$ cat src/rtl/elbeth_pkg.sv
// Shared definitions for the ELBETH pipeline stage registers: default
// payload widths, the bubble instruction and the stage occupancy states.
package elbeth_pkg;

  localparam int          DEF_INSTR_W   = 32;
  localparam int          DEF_PC_W      = 32;
  localparam int          DEF_SIDE_W    = 8;
  localparam logic [31:0] DEF_NOP_INSTR = 32'h0000_0013;

  // EMPTY: nothing held; ONE: main entry held; FULL: main and skid held.
  typedef enum logic [1:0] {
    EMPTY = 2'd0,
    ONE   = 2'd1,
    FULL  = 2'd2
  } stage_state_t;

endpackage

$ cat src/rtl/elbeth_pipe_slot.sv
// One payload register with a valid bit. The valid bit follows valid_d on
// every edge; the payload only changes when load is asserted.
module elbeth_pipe_slot #(
  parameter int W = 72
) (
  input  logic         clk,
  input  logic         rst_n,
  input  logic         load,
  input  logic         valid_d,
  input  logic [W-1:0] d,
  output logic         valid,
  output logic [W-1:0] q
);

  // Valid bit: cleared immediately by reset, otherwise tracks valid_d.
  always_ff @(posedge clk or negedge rst_n) begin
    // NOTE: sequential state uses non-blocking assignments so every flop
    // samples pre-edge values regardless of block evaluation order.
    if (!rst_n) valid <= 1'b0;
    else        valid <= valid_d;
  end

  // Payload: captured on load only.
  always_ff @(posedge clk) begin
    // NOTE: the payload is deliberately not reset; nothing observes it
    // while valid is low, and dropping the reset keeps the datapath flops
    // plain enables.
    if (load) q <= d;
  end

endmodule

$ cat src/rtl/elbeth_pipe_stage_reg.sv
// Pipeline stage register with valid/ready handshake, stall, flush, bubble
// (NOP) insertion and an optional two-entry skid buffer that makes up_ready
// a registered signal.
module elbeth_pipe_stage_reg
  import elbeth_pkg::*;
#(
  parameter int                 INSTR_W   = DEF_INSTR_W,
  parameter int                 PC_W      = DEF_PC_W,
  parameter int                 SIDE_W    = DEF_SIDE_W,
  parameter bit                 SKID_EN   = 1'b1,
  parameter logic [INSTR_W-1:0] NOP_INSTR = INSTR_W'(DEF_NOP_INSTR)
) (
  input  logic               clk,
  input  logic               rst_n,
  input  logic               up_valid,
  output logic               up_ready,
  input  logic [INSTR_W-1:0] up_instruction,
  input  logic [PC_W-1:0]    up_pc,
  input  logic [SIDE_W-1:0]  up_side,
  input  logic               ctrl_stall,
  input  logic               ctrl_flush,
  output logic               dn_valid,
  input  logic               dn_ready,
  output logic [INSTR_W-1:0] dn_instruction,
  output logic [PC_W-1:0]    dn_pc,
  output logic [SIDE_W-1:0]  dn_side,
  output logic [1:0]         occ
);

  localparam int PAY_W = INSTR_W + PC_W + SIDE_W;

  stage_state_t     state_q, state_d;
  logic             out_of_reset_q;
  logic             up_fire, dn_fire;
  logic             main_load, skid_load, main_from_skid;
  logic             main_valid, skid_valid;
  logic [PAY_W-1:0] up_payload, main_d, main_q, skid_q;

  assign up_payload = {up_instruction, up_pc, up_side};
  assign dn_fire    = main_valid & dn_ready & ~ctrl_stall;
  assign up_fire    = up_valid & up_ready;

  // Out-of-reset marker: holds up_ready low until the first edge after reset.
  always_ff @(posedge clk or negedge rst_n) begin
    if (!rst_n) out_of_reset_q <= 1'b0;
    else        out_of_reset_q <= 1'b1;
  end

  // Occupancy state register.
  always_ff @(posedge clk or negedge rst_n) begin
    if (!rst_n) state_q <= EMPTY;
    else        state_q <= state_d;
  end

  // Next-state and slot load decode; flush overrides every other event.
  always_comb begin
    // NOTE: every output of this block gets a default first, so no path
    // leaves a signal unassigned and no latch is inferred.
    state_d        = state_q;
    main_load      = 1'b0;
    skid_load      = 1'b0;
    main_from_skid = 1'b0;
    if (ctrl_flush) begin
      state_d = EMPTY;
    end else begin
      unique case (state_q)
        EMPTY: begin
          if (up_fire) begin
            state_d   = ONE;
            main_load = 1'b1;
          end
        end
        ONE: begin
          if (up_fire && dn_fire) begin
            main_load = 1'b1;
          end else if (up_fire && SKID_EN) begin
            state_d   = FULL;
            skid_load = 1'b1;
          end else if (dn_fire) begin
            state_d = EMPTY;
          end
        end
        FULL: begin
          if (dn_fire) begin
            state_d        = ONE;
            main_load      = 1'b1;
            main_from_skid = 1'b1;
          end
        end
        default: state_d = EMPTY;
      endcase
    end
  end

  assign main_d = main_from_skid ? skid_q : up_payload;

  elbeth_pipe_slot #(.W(PAY_W)) u_main (
    .clk     (clk),
    .rst_n   (rst_n),
    .load    (main_load),
    .valid_d (state_d != EMPTY),
    .d       (main_d),
    .valid   (main_valid),
    .q       (main_q)
  );

  if (SKID_EN) begin : g_skid
    elbeth_pipe_slot #(.W(PAY_W)) u_skid (
      .clk     (clk),
      .rst_n   (rst_n),
      .load    (skid_load),
      .valid_d (state_d == FULL),
      .d       (up_payload),
      .valid   (skid_valid),
      .q       (skid_q)
    );
    // Ready depends only on flops, so dn_ready/ctrl_stall never reach it.
    assign up_ready = out_of_reset_q & (state_q != FULL);
  end else begin : g_no_skid
    logic unused_skid_load;
    assign unused_skid_load = skid_load;
    assign skid_valid       = 1'b0;
    assign skid_q           = '0;
    // Single entry: accept only when the held entry leaves this cycle.
    assign up_ready = out_of_reset_q & (~main_valid | (dn_ready & ~ctrl_stall));
  end

  assign occ            = {1'b0, main_valid} + {1'b0, skid_valid};
  assign dn_valid       = main_valid;
  assign dn_instruction = main_valid ? main_q[PAY_W-1 -: INSTR_W] : NOP_INSTR;
  assign dn_pc          = main_valid ? main_q[SIDE_W +: PC_W]     : '0;
  assign dn_side        = main_valid ? main_q[SIDE_W-1:0]         : '0;

endmodule

$ cat config.mk
export PLATFORM = sky130hd
export DESIGN_NAME = elbeth_pipe_stage_reg
export DESIGN_NICKNAME = d
export VERILOG_FILES = /design/src/rtl/elbeth_pkg.sv /design/src/rtl/elbeth_pipe_slot.sv /design/src/rtl/elbeth_pipe_stage_reg.sv
export SDC_FILE = /design/constraint.sdc
export NUM_CORES = 1
export LEC_CHECK = 0
export BUFFER_PORTS_ARGS = -buffer_cell sky130_fd_sc_hd__buf_2
export CAP_MARGIN = 20
export CORE_MARGIN = 3
export CORE_UTILIZATION = 35
export CTS_CLUSTER_SIZE = 25
export DETAILED_ROUTE_END_ITERATION = 7
export SLEW_MARGIN = 10
export SYNTH_ARGS = -nofsm -noshare
export SYNTH_HDL_FRONTEND = slang
export SYNTH_HIERARCHICAL = 1
export SYNTH_SLANG_ARGS = --single-unit
$ cat constraint.sdc
create_clock -name clk -period 8.26 [get_ports clk]
set_input_delay 0.826 -clock clk [delete_from_list [all_inputs] [get_ports clk]]
set_output_delay 0.826 -clock clk [all_outputs]
set_load 0.005 [all_outputs]
==> results.ini, run 1 <==
[drt]
highest_layer=met4
routedWlPerCell_um=16.16
wl_met2_um=5764
post_drt_via_cell_ratio=4.565
drcViolationCount=0
met1_length_um=4898
dr_wl_met3_um=866
drt_wl_total_um=11700
vias=3305
first_pass_iters=4
drt_iter0_markers=138
ant_nets=0

[layout]
final_cell_mix=buf_2 (153), edfxtp_1 (144), and2_1 (70)
area_growth_pct=25.47
drive_gt1_share_pct=51.59
final_common_cell=buf_2
layout.nets=570
diodes=0

[synthesis]
yosys.area_share.simple_pct=8.959
syn-instance-count=329
synthArstFlopShare_pct=3.356
synth.net_count=408
muxShareOfSynthArea_pct=15.67
synthesis.area_mm2=0.006131
yosysSeqAreaShare_pct=72.57
synth_top_family_by_area=multiplexers
synth_area_per_cell_um2=18.63
synth_adder_area_share_pct=0.2041
synth_edf_count=144
synth_xor_area_share_pct=0
ys_ff_latch=149
synth_flop_cell=edfxtp_1
yosys_warnings=6
synth_compound_area_share_pct=0.6939
synth.distinct_cells=23

[sta]
final.setup_skew_ns=0.01047
finalCritPeriodShare_pct=36.77
finalSetupViolCount=0
post-route-min-period_ns=3.038
relSlewSlack_pct=34.96
max_freq_mhz=329.2
finalHoldViolCount=0
drv_slew=0
whs_ns=0.2123
rsz0062_at_grt=no
setup-tns-final_ns=0
worst_pin_slew_ns=0.9756

[clocking]
post-cts-setup-buffers=0
clock_sinks=149
cts.root.buffer_cell=clkbuf_16
clock_latency_ns=0.42
cts_made_buffers=17
cts_tree=built
hold_buffers=0
ctsResizeCount=0
path_clk_slew_ns=0.06
cts_buffer_depth=2
h-tree-depth=4

[setup_path]
max_stage_delay_ns=0.71
critPathMaxFanout=44
path_buf_inv=3
worstSetupStartpointType=register
crit_arrival_ns=3.21
critical_path.most_common_cell=buf_4
worst_setup_path_end_kind=register
worst-r2r-setup-slack_ns=5.22
cpLargestDelayFamily=buffers and inverters
criticalPathCategory=reg2reg
path_cells=buf_12, nand3b_4, nor3_4, buf_4, buf_4, mux2_2
critPathSlowestCell=buf_4
cp.required_ns=8.44
startpoint=u_main/valid
regToRegStartpoint=u_main/valid

[worst_hold_path]
hold_path.class=in2async

[global_routing]
grt.total_usage_pct=12.30
grt_max_degree=76
antenna_found_initial=0
grt_pass1_wl_um=18520
grt_pass1_vias=3474
grt_overflow=0

[pwr]
vdd_drop_max_v=0.0001808
p_int_w=0.001341
swShare_pct=20.54
power_density_mw_per_mm2=219.4
p_leak_nw=3.025
clkPwrFrac_pct=43.5
pwr-share-comb_pct=5.8
p_switching_w=0.0003467
power_frac_seq_pct=50.7

[placed_design]
dp_hpwl_um=7263
io_buffers=153
place.gp.congestion=0.7140

[outcome]
status=finished clean

[floorplanning]
start_util_pct=36.33
dieArea_mm2=0.01914
ios=154
core_mm2=0.01688
die_y_um=138.4
rows=47
die_w_um=138.4

[flow_run]
maxCapViolations=0

## metal layers
| layer | up-vias | global-route usage (%) |
|---|---|---|
| met2 | 118 | 20.25 |
| met5 | - | 0 |
| met3 | 13 | 5.490 |
| li1 | 1551 | - |
| met1 | 1623 | 14.45 |
| met4 | 0 | 4.056 |
## power groups by stage
stage	sequential, W	clock, W	combinational (W)
floorplan	0.000870	0	0.0000494
global placement	0.000875	0	0.0000917
detailed placement	0.000876	0	0.0000937
CTS	0.000860	0.000762	0.0000944
global route	0.000858	0.000791	0.000108
finish	0.000856	0.000735	0.0000975
## worst paths after layout
check	to	cells past startpoint
max	u_main/q[46]	6
min	g_skid.u_skid/valid	1
max reg2reg	u_main/q[46]	6
min reg2reg	u_main/q[11]	1
max in group asynchronous	u_main/valid	1
min in group clk	u_main/q[11]	1
## cell usage after synthesis (2+ instances only)
| master | n | area (µm²) |
|---|---|---|
| buf_6 | 7 | 78.83 |
| mux2_2 | 26 | 292.8 |
| and2_1 | 70 | 437.9 |
| nand2b_1 | 5 | 31.28 |
| nand2_1 | 2 | 7.510 |
| mux2_4 | 40 | 600.6 |
| mux2_1 | 6 | 67.56 |
| clkbuf_1 | 7 | 26.28 |
| dfrtp_1 | 5 | 125.1 |
| nand4b_1 | 2 | 17.52 |
| edfxtp_1 | 144 | 4324 |
| a21oi_1 | 4 | 20.02 |
## sequential cells by signal (all words and copies together), names as in the netlist
register / flops
u_main/q: 72
state_q: 2
u_main/valid: 1
g_skid.u_skid/valid: 1
g_skid.u_skid/q: 72
out_of_reset_q: 1
## layout make-up
class	count	area, µm²
multi-input cells	165	1585
well taps	220	275.3
flip-flops and latches	149	4451
repair buffers	158	815.8
clock inverters	15	140.1
fillers	1507	9185
clock buffers	17	425.4
## stage by stage
stage / setup slack (ns) / instance area [µm²] / power [W] / utilization, % / instances
finish: 5.222 / 7692 / 0.001688 / 45.58 / 724
global route: 4.944 / 7692 / 0.001757 / 45.58 / 724
CTS: 4.872 / 7672 / 0.001716 / 45.46 / 723
detailed placement: 4.875 / 7107 / 0.0009697 / 42.11 / 691
global placement: 4.900 / 7107 / 0.0009670 / 42.11 / 691
floorplan: 1.740 / 6131 / 0.0009192 / - / 329
## cell families (layout without fill, tap and decap cells)
logic type / count (synthesis) / after routing
other: 1 / 1
AND/OR/NAND/NOR: 84 / 84
multiplexers: 72 / 72
flip-flops: 149 / 149
buffers and inverters: 15 / 190
adder cells (fa/ha/maj): 1 / 1
AO/OA/AOI/OAI: 7 / 7
(Power assumes the default switching activity.)
==> inputs of run 2 (changes only) <==
==> constraint.sdc (replaced) <==
create_clock -name clk -period 3.15 [get_ports clk]
set_input_delay 0.315 -clock clk [delete_from_list [all_inputs] [get_ports clk]]
set_output_delay 0.315 -clock clk [all_outputs]
set_load 0.005 [all_outputs]
==> run 2 against run 1 <==
Effect of this change: clock skew down 0.0054 ns; combinational power grew to 2.7 times the previous value; cell count is 0.28% higher; worst hold slack got worse by 0.12 ns; utilization rose by 0.21 points; setup slack got worse by 4.2 ns; maximum frequency rose by 43%; critical path depth fell by 2; sequential power increased to 2.6 times the previous value; final area is 0.46% higher.
==> results.ini, run 2 (synthesis gave the netlist of run 1 again) <==
[drt]
routedWlPerCell_um=15.72  ; was 16.16 µm
drcViolationCount=0  ; unchanged
post_drt_via_cell_ratio=4.515  ; was 4.565
vias=3278  ; was 3305
first_pass_iters=4  ; unchanged
drt_wl_total_um=11420  ; was 11700 µm
drt_iter0_markers=162  ; was 138
ant_nets=0  ; unchanged

[pwr]
p_leak_nw=3.041  ; was 3.025 nW
power_density_mw_per_mm2=578.1  ; was 219.4 mW/mm²
vdd_drop_max_v=0.0003325  ; was 0.0001808 V
finalPower_w=0.004467  ; was 0.001688 W

[layout]
reg_top3=g_skid.u_skid/q: 72 flops, u_main/q: 72 flops, state_q: 2 flops  ; unchanged
diodes=0  ; unchanged
area_growth_pct=26.04  ; was 25.47%
drive_gt1_share_pct=50.59  ; was 51.59%
final_cell_mix=buf_2 (153), edfxtp_1 (144), and2_1 (70)  ; unchanged
final_common_cell=buf_2  ; unchanged
layout.nets=573  ; was 570

[clocking]
path_clk_slew_ns=0.06  ; about the same
clock_sinks=149  ; unchanged
cts_buffer_depth=2  ; unchanged
clock_latency_ns=0.41  ; was 0.42 ns
h-tree-depth=4  ; unchanged
cts.root.buffer_cell=clkbuf_16  ; unchanged
ctsResizeCount=0  ; unchanged
cts_tree=built  ; unchanged
cts_made_buffers=17  ; unchanged

[sta]
final.setup_skew_ns=0.005045  ; was 0.01047 ns
finalHoldViolCount=0  ; unchanged
whs_ns=0.09563  ; was 0.2123 ns
rsz0062_at_grt=no  ; unchanged
relSlewSlack_pct=59.25  ; was 34.96%
post-route-min-period_ns=2.126  ; was 3.038 ns
setup-tns-final_ns=0  ; unchanged
finalCritPeriodShare_pct=67.49  ; was 36.77%
drv_slew=0  ; unchanged
worst_pin_slew_ns=0.6112  ; was 0.9756 ns
finalSetupViolCount=0  ; unchanged
max_freq_mhz=470.4  ; was 329.2 MHz

[global_routing]
grt_max_degree=75  ; was 76
grt_overflow=0  ; unchanged
grt_pass1_vias=3529  ; was 3474
antenna_found_initial=0  ; unchanged
grt_pass1_wl_um=18620  ; was 18520 µm
grt.total_usage_pct=12.32  ; was 12.30%

[floorplanning]
rows=47  ; unchanged
dieArea_mm2=0.01914  ; unchanged
start_util_pct=36.33  ; unchanged
die_w_um=138.4  ; unchanged
core_mm2=0.01688  ; unchanged
ios=154  ; unchanged
die_y_um=138.4  ; unchanged

[setup_path]
critPathSlowestCell=buf_4  ; unchanged
criticalPathCategory=reg2reg  ; unchanged
regToRegStartpoint=state_q[1]  ; was u_main/valid
worstSetupStartpointType=register  ; unchanged
crit_arrival_ns=2.17  ; was 3.21 ns
max_stage_delay_ns=0.51  ; was 0.71 ns
reg2reg_to=u_main/q[64]  ; was u_main/q[46]
path_cells=nand3b_1, or2_2, a21oi_4, buf_4  ; was buf_12, nand3b_4, nor3_4, buf_4, buf_4, mux2_2
critPathMaxFanout=45  ; was 44
worst_setup_path_end_kind=register  ; unchanged
worst-r2r-setup-slack_ns=1.02  ; was 5.22 ns
cp.required_ns=3.19  ; was 8.44 ns
r2r_cells=4  ; was 6

[outcome]
status=finished clean  ; unchanged

[placed_design]
io_buffers=153  ; unchanged
place.gp.congestion=0.7203  ; was 0.7140
dp_hpwl_um=7339  ; was 7263 µm

[worst_hold_path]
hold_path.class=in2reg  ; was in2async
hold_end=g_skid.u_skid/q[32]
hp-start=up_pc[24]
hold_depth=1

[flow_run]
maxCapViolations=0  ; unchanged

==> run 2: cell types whose count changed in the layout (fill, tap and decap cells not counted) <==
cell and delta:
buf_4 +2, bufinv_16 +1, clkbuf_1 +1, clkinv_1 +4, clkinv_2 -4, clkinv_4 -2, clkinvlp_4 -1, dlygate4sd3_1 +1
nor3_2 -1, nor3_4 +1
==> run 2: how the worst max path moves through the flow <==
stage	start	endpoint	slack [ns]	cells past startpoint
after floorplan	u_main/valid	g_skid.u_skid/q[0]	0.24	4
after global placement	state_q[1]	u_main/q[63]	1.10	4
after detailed placement	state_q[1]	u_main/q[59]	1.01	4
after CTS	state_q[1]	u_main/q[64]	1.01	4
after global routing	state_q[1]	u_main/q[61]	0.89	4
final	state_q[1]	u_main/q[64]	1.02	4
==> run 2: report_power, final <==
group	switching [W]	internal (W)	total, W
Clock	0.000747	0.00122	0.00197
Sequential	0.0000111	0.00223	0.00224
Combinational	0.000123	0.000139	0.000261
Total	0.000881	0.00359	0.00447
==> run 2: layout make-up <==
type / count / area [µm²]
clock inverters: 13 / 140.1
clock buffers: 18 / 429.2
well taps: 220 / 275.3
fillers: 1516 / 9150
repair buffers: 161 / 840.8
flip-flops and latches: 149 / 4451
multi-input cells: 165 / 1592
==> run 2: layer usage <==
metal	track usage (%)	share of wire [%]
met1	14.49	43
met2	20.61	50
met3	5.041	6.3
met4	4.108	1.4
met5	0	0
==> run 2: worst max-delay path: cells and delay by family, from the launching register on <==
| family | cells | cell delay, ns |
|---|---|---|
| simple gates | 2 | 0.64 |
| buf+inv | 1 | 0.51 |
| flops | 1 | 0.43 |
| compound gates | 1 | 0.16 |
==> run 2: stage by stage <==
stage	cell area, µm²	instances	setup WS (ns)	util (%)
final	7727	726	1.024	45.79
after global routing	7727	726	0.8889	45.79
after CTS	7727	726	1.008	45.79
after detailed placement	7148	694	1.014	42.35
after global placement	7148	694	1.099	42.35
after floorplan	6153	329	0.2377	-
==> run 2: what timing repair did <==
action | 4_1_cts | 5_1_grt
endpoints found under the setup margin | 0 | 0
endpoints found under the hold margin | 5 | 0
hold buffers | 1 | 0
setup buffers | 0 | 0
==> inputs of run 3 (changes only) <==
==> constraint.sdc (replaced) <==
create_clock -name clk -period 2.15 [get_ports clk]
set_input_delay 0.215 -clock clk [delete_from_list [all_inputs] [get_ports clk]]
set_output_delay 0.215 -clock clk [all_outputs]
set_load 0.005 [all_outputs]
==> run 3 against run 2 <==
Effect of this change: clock power is 47% higher; via count increased by 9.5%; maximum frequency grew 5.6%; clock skew up 0.0027 ns; sequential power rose by 46%; clock-buffer cell count up 2; critical path type unchanged; critical endpoint is now u_main/q[45].
==> results.ini, run 3 (synthesis gave the netlist of run 1 again) <==
[layout]
area_growth_pct=38.39  ; was 26.04%
reg_top3=g_skid.u_skid/q: 72 flops, u_main/q: 72 flops, state_q: 2 flops  ; unchanged
drive_gt1_share_pct=44.73  ; was 50.59%
diodes=0  ; unchanged
final_cell_mix=buf_2 (153), edfxtp_1 (144), dlygate4sd3_1 (73)  ; was buf_2 (153), edfxtp_1 (144), and2_1 (70)
stdcell_count=799  ; was 726
layout.nets=645  ; was 573
final_common_cell=buf_2  ; unchanged

[global_routing]
grt.total_usage_pct=13.49  ; was 12.32%
antenna_found_initial=0  ; unchanged
grt_pass1_wl_um=20490  ; was 18620 µm
grt_overflow=0  ; unchanged
grt_pass1_vias=3921  ; was 3529
grt_max_degree=75  ; unchanged

[setup_path]
crit_arrival_ns=2.17  ; about the same
path_buf_inv=1  ; unchanged
critPathMaxFanout=54  ; was 45
criticalPathCategory=reg2reg  ; unchanged
cp.required_ns=2.31  ; was 3.19 ns
worst-r2r-setup-slack_ns=0.14  ; was 1.02 ns
regToRegStartpoint=state_q[0]  ; was state_q[1]
crit_end=u_main/q[45]  ; was u_main/q[64]
max_stage_delay_ns=0.45  ; was 0.51 ns
worst_setup_path_end_kind=register  ; unchanged
cpLargestDelayFamily=simple AND/OR/NAND/NOR gates  ; unchanged
worst-path-stages=4  ; unchanged
critPathSlowestCell=dfrtp_1  ; was buf_4
path_cells=nand2b_1, nor3_4, buf_12, mux2_2  ; was nand3b_1, or2_2, a21oi_4, buf_4
startpoint=state_q[0]  ; was state_q[1]
worstSetupStartpointType=register  ; unchanged
reg2reg_to=u_main/q[45]  ; was u_main/q[64]
r2r_cells=4  ; unchanged

[drt]
highest_layer=met4  ; unchanged
drt_wl_total_um=12680  ; was 11420 µm
post_drt_via_cell_ratio=4.493  ; was 4.515
vias=3590  ; was 3278
dr_wl_met3_um=672  ; was 723 µm
drt_iter0_markers=150  ; was 162
routedWlPerCell_um=15.87  ; was 15.72 µm
wl_met2_um=6221  ; was 5671 µm
met1_length_um=5643  ; was 4862 µm
ant_nets=0  ; unchanged
first_pass_iters=4  ; unchanged
drcViolationCount=0  ; unchanged

[clocking]
cts_buffer_depth=2  ; unchanged
post-cts-setup-buffers=0  ; unchanged
clock_sinks=149  ; unchanged
path_clk_slew_ns=0.06  ; about the same
h-tree-depth=4  ; unchanged
cts_tree=built  ; unchanged
cts_made_buffers=17  ; unchanged
cts.root.buffer_cell=clkbuf_16  ; unchanged
clock_latency_ns=0.42  ; was 0.41 ns

[worst_hold_path]
hold_path.class=in2reg  ; unchanged

[flow_run]
maxCapViolations=0  ; unchanged

[pwr]
swShare_pct=19.77  ; was 19.72%
finalPower_w=0.006675  ; was 0.004467 W
power_density_mw_per_mm2=786.7  ; was 578.1 mW/mm²
vdd_drop_max_v=0.0004954  ; was 0.0003325 V
p_switching_w=0.001319  ; was 0.0008812 W
power_frac_seq_pct=49.1  ; was 50.1%
clkPwrFrac_pct=43.5  ; was 44.1%
pwr-share-comb_pct=7.4  ; was 5.8%
p_int_w=0.005355  ; was 0.003586 W
p_leak_nw=3.360  ; was 3.041 nW

[floorplanning]
core_mm2=0.01688  ; unchanged
ios=154  ; unchanged
rows=47  ; unchanged
die_y_um=138.4  ; unchanged
die_w_um=138.4  ; unchanged
dieArea_mm2=0.01914  ; unchanged
start_util_pct=36.33  ; unchanged

[placed_design]
dp.cells=694  ; unchanged
dp_hpwl_um=7550  ; was 7339 µm
place.gp.congestion=0.6987  ; was 0.7203
io_buffers=153  ; unchanged

[sta]
worst_pin_slew_ns=0.6065  ; was 0.6112 ns
final.setup_skew_ns=0.007731  ; was 0.005045 ns
finalCritPeriodShare_pct=93.62  ; was 67.49%
max_freq_mhz=496.8  ; was 470.4 MHz
finalSetupViolCount=0  ; unchanged
relSlewSlack_pct=59.56  ; was 59.25%
post-route-min-period_ns=2.013  ; was 2.126 ns
rsz0062_at_grt=no  ; unchanged
finalHoldViolCount=0  ; unchanged
drv_slew=0  ; unchanged

[outcome]
status=finished clean  ; unchanged

==> run 3: cell count changes in the layout (fill, tap and decap cells not counted) <==
cell / change
buf_12: +2
clkinv_1: -3
clkinvlp_4: -1
nand2_1: -1
buf_4: -2
dlygate4sd3_1: +72
clkbuf_1: +2
clkinv_2: +3
nand2_4: +1
==> run 3: worst reg2reg max path, cell delays in order, from the launching register on <==
cell and delay [ns]:
dfrtp_1 0.45, nand2b_1 0.28, nor3_4 0.23, buf_12 0.39, mux2_2 0.41
==> run 3: how the worst min path moves through the flow <==
stage                          start  depth (start not counted)                   to  slack (ns)
final                     ctrl_flush                          2           state_q[0]        0.12
after global routing      ctrl_flush                          2           state_q[0]        0.12
after CTS                 ctrl_flush                          2           state_q[0]        0.08
after detailed placement       rst_n                          1  g_skid.u_skid/valid        0.04
after global placement         rst_n                          1  g_skid.u_skid/valid        0.03
after floorplan                rst_n                          0  g_skid.u_skid/valid       -0.08
==> run 3: cell type report <==
type | count | area (µm²)
fill | 1430 | 8393
sequential | 149 | 4451
timing repair buffer | 233 | 1587
tap | 220 | 275.3
multi-input combinational | 165 | 1599
clock buffer | 20 | 436.7
clock inverter | 12 | 136.4
==> run 3: power by group through the flow <==
stage                     logic (W)  registers (W)  clock network, W
final                      0.000496        0.00328           0.00290
after global routing       0.000546        0.00328           0.00310
after CTS                  0.000504        0.00328           0.00300
after detailed placement   0.000400        0.00334                 0
after global placement     0.000389        0.00334                 0
after floorplan            0.000195        0.00334                 0
==> run 3: repair_timing <==
action / in CTS / in global routing
hold endpoints to repair: 77 / 0
resized for setup: 0 / 0
hold buffers: 73 / 0
==> run 3: per-layer routing <==
metal / vias up / global-route usage (%)
met1: 1775 / 16.62
met2: 103 / 22.38
met5: - / 0
li1: 1700 / -
met3: 12 / 4.869
met4: 0 / 4.056
==> run 3: stage by stage <==
step                hold slack (ns)  TNS, ns  cell area (µm²)  utilization, %  setup slack [ns]
floorplan                  -0.08059   -87.67             6165               -           -0.7582
global placement            0.03420        0             7181           42.55            0.2285
detailed placement          0.04043        0             7181           42.55            0.1671
CTS                         0.08496        0             8484           50.27           0.09291
global route                 0.1224        0             8484           50.27           0.01199
finish                       0.1150        0             8484           50.27            0.1371
